File: src/rtl/pls_pkg.sv
// Shared definitions for the pulse generator / divider.
//   CNT_W_DEF    : default width of the half-period setting and phase timer
//   MIN_HALF_DEF : default minimum clocks per output level
//   PCNT_MOD     : modulus of the completed-pulse counter
//   state_e      : pulse generator FSM state encoding
package pls_pkg;

  localparam int CNT_W_DEF    = 16;
  localparam int MIN_HALF_DEF = 2;
  localparam int PCNT_MOD     = 100;

  typedef enum logic [1:0] {
    ST_IDLE = 2'd0,
    ST_HIGH = 2'd1,
    ST_LOW  = 2'd2
  } state_e;

endpackage

File: src/rtl/pls_tally_100.sv
// Modulo-100 completed-pulse counter with a one-clock rollover strobe.
//   clk  : system clock
//   rst  : synchronous active-low reset
//   inc  : count one completed pulse this clock
//   clr  : synchronous clear, priority over inc
//   pcnt : count, 0..99
//   wrap : one-clock strobe on the 99 -> 0 step
module pls_tally_100
  import pls_pkg::*;
(
  input  logic       clk,
  input  logic       rst,
  input  logic       inc,
  input  logic       clr,
  output logic [6:0] pcnt,
  output logic       wrap
);

  localparam logic [6:0] PCNT_LAST = 7'(PCNT_MOD - 1);

  logic [6:0] pcnt_q, pcnt_d;
  logic       wrap_q, wrap_d;

  always_comb begin
    pcnt_d = pcnt_q;
    wrap_d = 1'b0;
    if (clr) begin
      pcnt_d = '0;
    end else if (inc) begin
      if (pcnt_q == PCNT_LAST) begin
        pcnt_d = '0;
        wrap_d = 1'b1;
      end else begin
        pcnt_d = pcnt_q + 7'd1;
      end
    end
  end

  always_ff @(posedge clk) begin
    if (!rst) begin
      pcnt_q <= '0;
      wrap_q <= 1'b0;
    end else begin
      pcnt_q <= pcnt_d;
      wrap_q <= wrap_d;
    end
  end

  assign pcnt = pcnt_q;
  assign wrap = wrap_q;

endmodule

File: src/rtl/pls_gen_div.sv
// 50% duty pulse generator with programmable half period and pulse tally.
//   clk  : system clock
//   rst  : synchronous active-low reset
//   en   : run request; dropping it lets the current pulse finish
//   clr  : synchronous abort/clear, priority over en
//   half : clocks per output level, sampled at each HIGH entry
//   plso : registered square wave
//   tick : one-clock strobe on each plso falling edge
//   pcnt : completed pulses modulo 100
//   wrap : one-clock strobe when pcnt rolls over
//   busy : generator is not idle
//
// state   | meaning
// --------+---------------------------------------------
// ST_IDLE | stopped, plso low, waiting for en
// ST_HIGH | plso high, timer counting down the level
// ST_LOW  | plso low, timer counting down the level
module pls_gen_div
  import pls_pkg::*;
#(
  parameter int CNT_W    = CNT_W_DEF,
  parameter int MIN_HALF = MIN_HALF_DEF
) (
  input  logic             clk,
  input  logic             rst,
  input  logic             en,
  input  logic             clr,
  input  logic [CNT_W-1:0] half,
  output logic             plso,
  output logic             tick,
  output logic [6:0]       pcnt,
  output logic             wrap,
  output logic             busy
);

  localparam logic [CNT_W-1:0] MIN_H = CNT_W'(MIN_HALF);
  localparam logic [CNT_W-1:0] ONE   = CNT_W'(1);

  state_e           state_q, state_d;
  logic [CNT_W-1:0] timer_q, timer_d;
  logic [CNT_W-1:0] h_q, h_d;
  logic             plso_q, plso_d;
  logic             tick_q, tick_d;
  logic             inc;
  logic [CNT_W-1:0] h_sel;

  // Short settings are stretched so no level can be shorter than MIN_HALF.
  assign h_sel = (half < MIN_H) ? MIN_H : half;

  always_comb begin
    state_d = state_q;
    timer_d = timer_q;
    h_d     = h_q;
    plso_d  = 1'b0;
    tick_d  = 1'b0;
    inc     = 1'b0;

    case (state_q)
      ST_IDLE: begin
        if (en) begin
          state_d = ST_HIGH;
          h_d     = h_sel;
          timer_d = h_sel - ONE;
          plso_d  = 1'b1;
        end
      end
      ST_HIGH: begin
        plso_d = 1'b1;
        if (timer_q == '0) begin
          state_d = ST_LOW;
          plso_d  = 1'b0;
          tick_d  = 1'b1;
          inc     = 1'b1;
          timer_d = h_q - ONE;
        end else begin
          timer_d = timer_q - ONE;
        end
      end
      ST_LOW: begin
        if (timer_q == '0) begin
          if (en) begin
            state_d = ST_HIGH;
            h_d     = h_sel;
            timer_d = h_sel - ONE;
            plso_d  = 1'b1;
          end else begin
            state_d = ST_IDLE;
          end
        end else begin
          timer_d = timer_q - ONE;
        end
      end
      default: begin
        state_d = ST_IDLE;
        timer_d = '0;
      end
    endcase

    // Abort may cut a HIGH level short; that pulse is not counted.
    if (clr) begin
      state_d = ST_IDLE;
      timer_d = '0;
      plso_d  = 1'b0;
      tick_d  = 1'b0;
      inc     = 1'b0;
    end
  end

  always_ff @(posedge clk) begin
    if (!rst) begin
      state_q <= ST_IDLE;
      timer_q <= '0;
      h_q     <= MIN_H;
      plso_q  <= 1'b0;
      tick_q  <= 1'b0;
    end else begin
      state_q <= state_d;
      timer_q <= timer_d;
      h_q     <= h_d;
      plso_q  <= plso_d;
      tick_q  <= tick_d;
    end
  end

  pls_tally_100 u_tally (
    .clk  (clk),
    .rst  (rst),
    .inc  (inc),
    .clr  (clr),
    .pcnt (pcnt),
    .wrap (wrap)
  );

  assign plso = plso_q;
  assign tick = tick_q;
  assign busy = (state_q != ST_IDLE);

endmodule

File: config.mk
export PLATFORM = sky130hd
export DESIGN_NAME = pls_gen_div
export DESIGN_NICKNAME = d
export VERILOG_FILES = /design/src/rtl/pls_pkg.sv /design/src/rtl/pls_tally_100.sv /design/src/rtl/pls_gen_div.sv
export SDC_FILE = /design/constraint.sdc
export NUM_CORES = 1
export LEC_CHECK = 0
export BUFFER_PORTS_ARGS = -buffer_cell sky130_fd_sc_hd__buf_4
export CORE_MARGIN = 4
export CORE_UTILIZATION = 50
export DETAILED_ROUTE_END_ITERATION = 6
export HOLD_SLACK_MARGIN = 0.06
export PLACE_DENSITY = 0.67
export SYNTH_ARGS = -nofsm -noshare
export SYNTH_HDL_FRONTEND = slang
export SYNTH_HIERARCHICAL = 1
export SYNTH_SLANG_ARGS = --single-unit
File: constraint.sdc
create_clock -name clk -period 8.4 [get_ports clk]
set_input_delay 0.84 -clock clk [delete_from_list [all_inputs] [get_ports clk]]
set_output_delay 0.84 -clock clk [all_outputs]
set_load 0.01 [all_outputs]
==> results.py, run 1 <==
metrics = {
    "placed_design": {
        "dp.cells": 503,
        "gp_congestion": 0.930,
        "dp_hpwl_microns": 6750,
        "io_buffers": 30,
    },
    "global_route": {
        "grt_max_degree": 27,
        "overflow": 0,
        "antenna_found_initial": 0,
        "grt_pass1_wl_microns": 14900,
        "grt_pass1_vias": 2906,
        "track_usage": 0.248,
    },
    "setup_path": {
        "critPathRequiredTime_ns": 8.59,
        "r2r_end": "u_tally/pcnt[5]",
        "regToRegSetupSlack_ns": 5.16,
        "cp-end-kind": "flop",
        "cpMostUsedCell": "nor2_1",
        "critPathSlowestCell": "or4_1",
        "arrival_ns": 3.91,
        "path_cells": "buf_4, or4_1, nor3_2, nand3_1, nand2_1, ha_1, or4b_1, nor4_1, xor2_1, nor2_1, nor2_1, o31a_1",
        "path_class": "in -> reg",
        "rr_startpoint": "timer_q[2]",
        "critPathMaxFanout": 7,
        "crit_family": "simple AND/OR/NAND/NOR gates",
        "reg2reg_depth": 7,
        "cpPeakStageDelay_ns": 0.60,
        "critPathBufInv": 1,
        "start_kind": "input pin",
    },
    "clocking": {
        "cts-resized-gates": 0,
        "clock_latency_ns": 0.30,
        "cts_made_buffers": 5,
        "cts_buffer_depth": 2,
        "htreeDepth": 2,
        "cts_setup_buffers": 0,
        "cts_tree": "done",
        "ctsHoldBuffers": 0,
        "clock-sinks": 44,
        "clk_pin_slew_ns": 0.09,
        "root_buffer": "clkbuf_8",
    },
    "timing": {
        "relSlewSlack": 0.395,
        "tns_ns": 0,
        "setup_viol": 0,
        "tightestPinTransition_ns": 0.898,
        "hold_viol": 0,
        "fin_crit_ns": 3.72,
        "skew_ns": 0.00824,
        "fmax_mhz": 269,
        "drv_slew": 0,
        "rsz0062_at_grt": "false",
        "period_share": 0.443,
    },
    "routing": {
        "highest_layer": "met4",
        "ant_nets": 0,
        "viasPerCell": 6.12,
        "dr.pass1.iters": 5,
        "m1WireLength_microns": 4290,
        "wl_met3_microns": 613,
        "wl_microns": 8990,
        "drtIter0Drc": 363,
        "via_count": 3126,
        "drc": 0,
        "wl_per_cell_microns": 17.6,
        "dr_wl_met2_microns": 3970,
    },
    "final_layout": {
        "final_cells": 511,
        "final_nets": 460,
        "area_growth_pct": 8.69,
        "diodes": 0,
        "num-fill-cells": 598,
        "drive_gt1_frac": 0.119,
    },
    "synth": {
        "ys_seq_area_frac": 0.278,
        "syn_inst": 423,
        "synth.most_common_cell": "nand2_1",
        "synth.top_cells.by_area": "dfxtp_1, nand2_1, xnor2_1, nor2_1, xor2_1",
        "synth_commonest_cells": "nand2_1, nor2_1, dfxtp_1",
        "ys_seq_elements": 44,
        "netlist-cell-type-count": 64,
        "synth_top_area_share": 0.278,
        "synth_area_per_cell_sq_um": 7.49,
        "mappedNetlistArea_sq_um": 3170,
        "synth_fp_nets": 448,
        "synthArstFlopShare": 0,
        "synth_edf_count": 0,
        "ys_warn_count": 6,
        "synth-main-ff-cell": "dfxtp_1",
        "synth_top_cell_by_area": "dfxtp_1",
    },
    "status": {
        "status": "completed",
    },
    "worst_hold_path": {
        "hold_path_class": "reg -> reg",
        "min_to": "h_q[5]",
        "min_from": "h_q[5]",
        "whs_path_depth": 2,
    },
    "flow_run": {
        "maxCapViolations": 0,
    },
    "pwr": {
        "powerDensity_nw_per_um2": 154,
        "ir_drop_mv": 0.0974,
        "finalPower_mw": 0.531,
        "leakagePower_nw": 1.28,
    },
    "floorplanning": {
        "fp-row-count": 28,
        "die-width_microns": 87.6,
        "dieHeight_microns": 87.6,
        "die-area_sq_um": 7680,
        "io_pins": 31,
        "core-area_sq_um": 6030,
        "initial_core_util": 0.526,
    },
}
## layout make-up
| type | instances | area (sq um) | area share |
|---|---|---|---|
| clock inverter | 3 | 18.8 | 0.00545 |
| timing repair buffer | 30 | 225 | 0.0654 |
| sequential | 44 | 881 | 0.256 |
| tap | 75 | 93.8 | 0.0272 |
| multi-input combinational | 343 | 2120 | 0.614 |
| inverter | 11 | 41.3 | 0.0120 |
| clock buffer | 5 | 68.8 | 0.0200 |
## how the worst max path moves through the flow
stage / from / end / slack, ns / depth (start not counted)
6_report: half[12] / timer_q[14] / 4.68 / 12
5_1_grt: half[12] / timer_q[14] / 4.37 / 12
4_1_cts: half[12] / timer_q[14] / 4.72 / 12
3_5_place_dp: half[12] / timer_q[14] / 4.40 / 12
3_3_place_gp: half[12] / timer_q[14] / 4.47 / 12
2_1_floorplan: half[12] / timer_q[14] / 4.76 / 12
## tightest hold or removal path, delay by kind of cell, from the launching register on
kind,cells,cell delay (ns)
compound gates,1,0.06
simple gates,1,0.06
flops,1,0.34
## report_power, final
| part | internal (mW) | switching (mW) |
|---|---|---|
| Sequential | 0.219 | 0.0175 |
| Combinational | 0.0639 | 0.0960 |
| Clock | 0.0581 | 0.0761 |
## layer usage
metal,vias to the layer above,global-route usage
met5,-,0
met4,0,0.0697
met3,12,0.0395
met2,110,0.365
met1,1447,0.373
li1,1557,-
## logic make-up (layout without fill, tap and decap cells)
kind of cell / Yosys count / count (layout) / synth area share
AOI/OAI and AO/OA: 106 / 106 / 0.227
xor gates and xnor gates: 36 / 36 / 0.0995
and+or+nand+nor: 193 / 193 / 0.311
adders and majority gates: 5 / 5 / 0.0197
muxes: 3 / 3 / 0.00948
buffers and inverters: 36 / 49 / 0.0545
DFF: 44 / 44 / 0.278
## cell usage in the layout, fill, tap and decap left out, drive strengths merged, types with 5 or more instances in the layout
| cell type | n |
|---|---|
| or4 | 9 |
| or3 | 6 |
| nor4 | 11 |
| nand2 | 58 |
| inv | 9 |
| clkbuf | 5 |
| dfxtp | 44 |
| xnor2 | 22 |
| ha | 5 |
| o21ai | 23 |
| nor3 | 21 |
| buf | 30 |
| a21boi | 14 |
| o22ai | 5 |
| nand4 | 5 |
| clkinv | 5 |
| a21oi | 20 |
| a31oi | 6 |
| nor2 | 52 |
| nand3 | 11 |
| xor2 | 14 |
## registers in the layout, indices dropped and copies added (netlist names)
register,count
plso,1
h_q,16
tick,1
timer_q,16
u_tally/wrap,1
u_tally/pcnt,7
state_q,2
## through the flow
step / worst slack (ns) / instance area [sq um] / hold WS (ns) / utilization
2_1_floorplan: 4.76 / 3170 / 0.453 / -
3_3_place_gp: 4.47 / 3360 / 0.486 / 0.557
3_5_place_dp: 4.40 / 3360 / 0.491 / 0.557
4_1_cts: 4.72 / 3440 / 0.503 / 0.572
5_1_grt: 4.37 / 3440 / 0.512 / 0.572
6_report: 4.68 / 3440 / 0.503 / 0.572
(Power assumes the default switching activity.)
==> run 2, diff against run 1 <==
PLACE_DENSITY = 0.7   (was 0.67)
clock period = 3.2 ns   (was 8.4 ns; I/O delays follow)
==> run 2 against run 1 <==
Global-route usage is 0.27 points higher. Critical path type unchanged. Sequential power grew to 2.6 times the previous value. Wire length is 1.4% higher. Critical endpoint unchanged. Via count is 4.4% higher. Design area is 2.9% higher. First-iteration DRC count is 17% higher. Setup slack worse by 4.5 ns. Count of clock-buffer cells in the layout stayed put.
==> results.py, run 2 (same netlist as run 1, synthesis figures left out) <==
metrics = {
    "clocking": {
        "root_buffer": "clkbuf_8",
        "cts_made_buffers": 5,
        "clock-sinks": 44,
        "cts_buffer_depth": 2,
        "ctsHoldBuffers": 0,
        "htreeDepth": 2,
        "clk_pin_slew_ns": 0.09,
        "cts_setup_buffers": 0,
        "cts_tree": "done",
        "clock_latency_ns": 0.30,
        "cts-resized-gates": 0,
    },
    "routing": {
        "ant_nets": 0,
        "wl_per_cell_microns": 17.5,
        "wl_microns": 9120,
        "drtIter0Drc": 426,
        "via_count": 3264,
        "viasPerCell": 6.26,
        "dr.pass1.iters": 6,
        "drc": 0,
    },
    "placed_design": {
        "io_buffers": 30,
        "place_worst_setup_slack_ns": -0.0703,
        "dp.cells": 513,
        "dp_hpwl_microns": 6910,
        "gp_congestion": 0.894,
    },
    "timing": {
        "period_share": 0.944,
        "fin_ws_ns": 0.179,
        "fin_crit_ns": 3.02,
        "skew_ns": 0.00918,
        "hold_viol": 0,
        "relSlewSlack": 0.425,
        "tightestPinTransition_ns": 0.853,
        "rsz0062_at_grt": "false",
        "holdWs_ns": 0.284,
        "fmax_mhz": 331,
        "drv_slew": 0,
        "setup_viol": 0,
        "tns_ns": 0,
    },
    "setup_path": {
        "cp-end-kind": "flop",
        "cpMostUsedCell": "nor2_1",
        "critPathSlowestCell": "or4b_1",
        "critPathRequiredTime_ns": 3.39,
        "critPathMaxFanout": 6,
        "cpPeakStageDelay_ns": 0.57,
        "path_class": "in -> reg",
        "start_kind": "input pin",
        "arrival_ns": 3.22,
        "critPathBufInv": 1,
        "crit_family": "simple AND/OR/NAND/NOR gates",
        "path_cells": "buf_4, or4_1, nor3_2, nand3_1, nand2_1, ha_1, or4b_1, nor4_1, xor2_1, nor2_1, nor2_1, o31a_1",
    },
    "final_layout": {
        "utilization": 0.588,
        "num-fill-cells": 607,
        "drive_gt1_frac": 0.139,
        "area_growth_pct": 11.8,
        "final_nets": 470,
        "multi_input_area_sq_um": 2120,
        "final_common_cell": "nand2_1",
        "diodes": 0,
        "final_cells": 521,
        "mostFrequentLayoutCells": "nand2_1, nor2_1, dfxtp_1",
        "regArea_sq_um": 881,
    },
    "global_route": {
        "grt_pass1_vias": 3026,
        "track_usage": 0.250,
        "overflow": 0,
        "antenna_found_initial": 0,
        "grt_pass1_wl_microns": 15100,
        "grt_max_degree": 27,
    },
    "floorplanning": {
        "die-width_microns": 87.6,
        "initial_core_util": 0.526,
        "fp-row-count": 28,
        "dieHeight_microns": 87.6,
        "core-area_sq_um": 6030,
        "die-area_sq_um": 7680,
        "io_pins": 31,
    },
    "worst_hold_path": {
        "hold_path_class": "in -> reg",
    },
    "pwr": {
        "leakagePower_nw": 1.34,
        "ir_drop_mv": 0.327,
        "powerDensity_nw_per_um2": 421,
    },
    "status": {
        "status": "completed",
    },
    "flow_run": {
        "maxCapViolations": 0,
    },
}
==> run 2: tightest hold or removal path: stages <==
cell and delay (ns):
buf_4 0.12, nand2_1 0.05, a21boi_1 0.05
==> run 2: routing by layer <==
layer,up-vias,global-route usage,wire length [microns],share of wire
li1,1568,-,-,-
met1,1499,0.358,4010,0.44
met2,178,0.381,4040,0.44
met3,19,0.0517,889,0.097
met4,0,0.0753,184,0.020
met5,-,0,0,0
==> run 2: cell type report <==
cell class / count / share of cell area
repair buffers: 40 / 0.0847
multi-input cells: 343 / 0.597
clock inverters: 3 / 0.0120
well taps: 75 / 0.0265
clock buffers: 5 / 0.0194
inverters: 11 / 0.0117
flip-flops and latches: 44 / 0.249
==> run 2: final timing paths <==
check	slack (ns)	from	depth (start not counted)	endpoint
max reg2reg	0.54	timer_q[2]	8	u_tally/pcnt[5]
max	0.18	half[12]	12	timer_q[14]
min reg2reg	0.51	h_q[12]	2	h_q[12]
min	0.28	half[12]	3	h_q[12]
==> run 2: per-stage QoR <==
step	cell area (sq um)	power, mW
after CTS	3540	1.48
after global placement	3430	1.05
after global routing	3540	1.57
final	3540	1.49
after floorplan	3170	0.942
after detailed placement	3430	1.06
==> run 2: power breakdown <==
group	internal, mW	switching (mW)
registers	0.576	0.0451
logic	0.179	0.260
clock network	0.231	0.199
==> run 3, diff against run 2 <==
PLACE_DENSITY = 0.67   (was 0.7)
clock period = 3.6 ns   (was 3.2 ns; I/O delays follow)
==> run 3 against run 2 <==
Register-to-register slack better by 0.34 ns. Flip-flop and latch count stayed put. Combinational power is 12% lower. Clock power is 10% lower. Hold slack better by 0.036 ns. Largest power group unchanged. Critical endpoint unchanged. Die area stayed put. Global-route usage is 0.74 points lower. Non-clock buffer count is 4 lower.
==> results.py, run 3 (same netlist as run 1, synthesis figures left out) <==
metrics = {
    "clocking": {
        "root_buffer": "clkbuf_8",
        "cts-resized-gates": 0,
        "clock_latency_ns": 0.30,
        "cts_setup_buffers": 0,
        "cts_buffer_depth": 2,
        "cts_made_buffers": 5,
        "ctsHoldBuffers": 0,
        "cts_tree": "done",
        "clock-sinks": 44,
        "clk_pin_slew_ns": 0.09,
        "htreeDepth": 2,
    },
    "timing": {
        "period_share": 0.841,
        "rsz0062_at_grt": "false",
        "tns_ns": 0,
        "setup_viol": 0,
        "fmax_mhz": 330,
        "skew_ns": 0.00452,
        "drv_slew": 0,
        "tightestPinTransition_ns": 0.762,
        "relSlewSlack": 0.491,
        "fin_crit_ns": 3.03,
        "hold_viol": 0,
    },
    "routing": {
        "wl_microns": 8920,
        "via_count": 3162,
        "dr.pass1.iters": 5,
        "wl_per_cell_microns": 17.3,
        "viasPerCell": 6.12,
        "ant_nets": 0,
        "drtIter0Drc": 320,
        "drc": 0,
    },
    "pwr": {
        "ir_drop_mv": 0.273,
        "finalPower_mw": 1.32,
        "pwr-share-clk": 0.290,
        "powerDensity_nw_per_um2": 377,
        "p_seq_frac": 0.417,
        "leakagePower_nw": 1.32,
        "intPower_mw": 0.877,
        "switching_share": 0.338,
        "switching_power_mw": 0.447,
        "p_comb_frac": 0.293,
    },
    "floorplanning": {
        "dieHeight_microns": 87.6,
        "die-width_microns": 87.6,
        "io_pins": 31,
        "initial_core_util": 0.526,
        "core-area_sq_um": 6030,
        "die-area_sq_um": 7680,
        "fp-row-count": 28,
    },
    "global_route": {
        "overflow": 0,
        "antenna_found_initial": 0,
        "grt_pass1_vias": 2878,
        "track_usage": 0.243,
        "grt_max_degree": 27,
        "grt_pass1_wl_microns": 14500,
    },
    "final_layout": {
        "final_area_sq_um": 3510,
        "final_nets": 466,
        "final_common_cell": "nand2_1",
        "diodes": 0,
        "mostFrequentLayoutCells": "nand2_1, nor2_1, dfxtp_1",
        "area_growth_pct": 10.7,
        "num-fill-cells": 583,
        "final_cells": 517,
        "drive_gt1_frac": 0.129,
    },
    "placed_design": {
        "dp_hpwl_microns": 6650,
        "dp.cells": 509,
        "gp_congestion": 0.963,
        "io_buffers": 30,
        "placed_cell_area_sq_um": 3400,
    },
    "setup_path": {
        "arrival_ns": 3.23,
        "start_kind": "input pin",
        "reg2reg_depth": 11,
        "critPathMaxFanout": 6,
        "critPathRequiredTime_ns": 3.80,
        "cp-end-kind": "flop",
        "path_class": "in -> reg",
    },
    "flow_run": {
        "maxCapViolations": 0,
    },
    "worst_hold_path": {
        "hold_path_class": "in -> reg",
        "whs_path_depth": 3,
    },
    "status": {
        "status": "completed",
    },
}
## run 3: final cells by class
class                           count  area [sq um]  area share
Multi-Input combinational cell    343          2120       0.603
Sequential cell                    44           881       0.251
Timing Repair Buffer               36           270      0.0770
Tap cell                           75          93.8      0.0267
Clock buffer                        6          72.6      0.0207
Inverter                           11          41.3      0.0118
Clock inverter                      2          35.0     0.00998
## run 3: power by group through the flow
stage	sequential (mW)	combinational (mW)	clock [mW]
after detailed placement	0.562	0.377	0
after CTS	0.551	0.380	0.384
after floorplan	0.544	0.294	0
after global placement	0.561	0.377	0
final	0.552	0.388	0.385
after global routing	0.557	0.427	0.410
## run 3: final timing paths
check	slack [ns]	end	start
worst max register to register	0.88	u_tally/pcnt[5]	timer_q[0]
worst min register to register	0.51	h_q[8]	h_q[8]
worst min-delay path	0.32	h_q[14]	half[14]
worst max-delay path	0.57	timer_q[14]	half[12]
## run 3: stage by stage
stage / hold WS [ns] / setup WS (ns) / utilization
floorplan: 0.453 / 0.439 / -
global placement: 0.486 / 0.341 / 0.565
detailed placement: 0.495 / 0.256 / 0.565
CTS: 0.319 / 0.568 / 0.582
global route: 0.332 / 0.288 / 0.582
finish: 0.320 / 0.571 / 0.582
## run 3: worst max-delay path, stage by stage
cell	delay, ns
buf_4	0.12
or4_1	0.61
nor3_2	0.22
nand3_1	0.11
nand2_1	0.12
ha_1	0.20
or4b_1	0.57
nor4_1	0.33
xor2_1	0.14
nor2_1	0.12
nor2_1	0.06
o31a_1	0.26
## run 3: metal layers
layer,wire length [microns],vias up,track usage
li1,-,1567,-
met1,4340,1456,0.366
met2,3840,124,0.354
met3,625,15,0.0470
met4,125,0,0.0628
met5,0,-,0
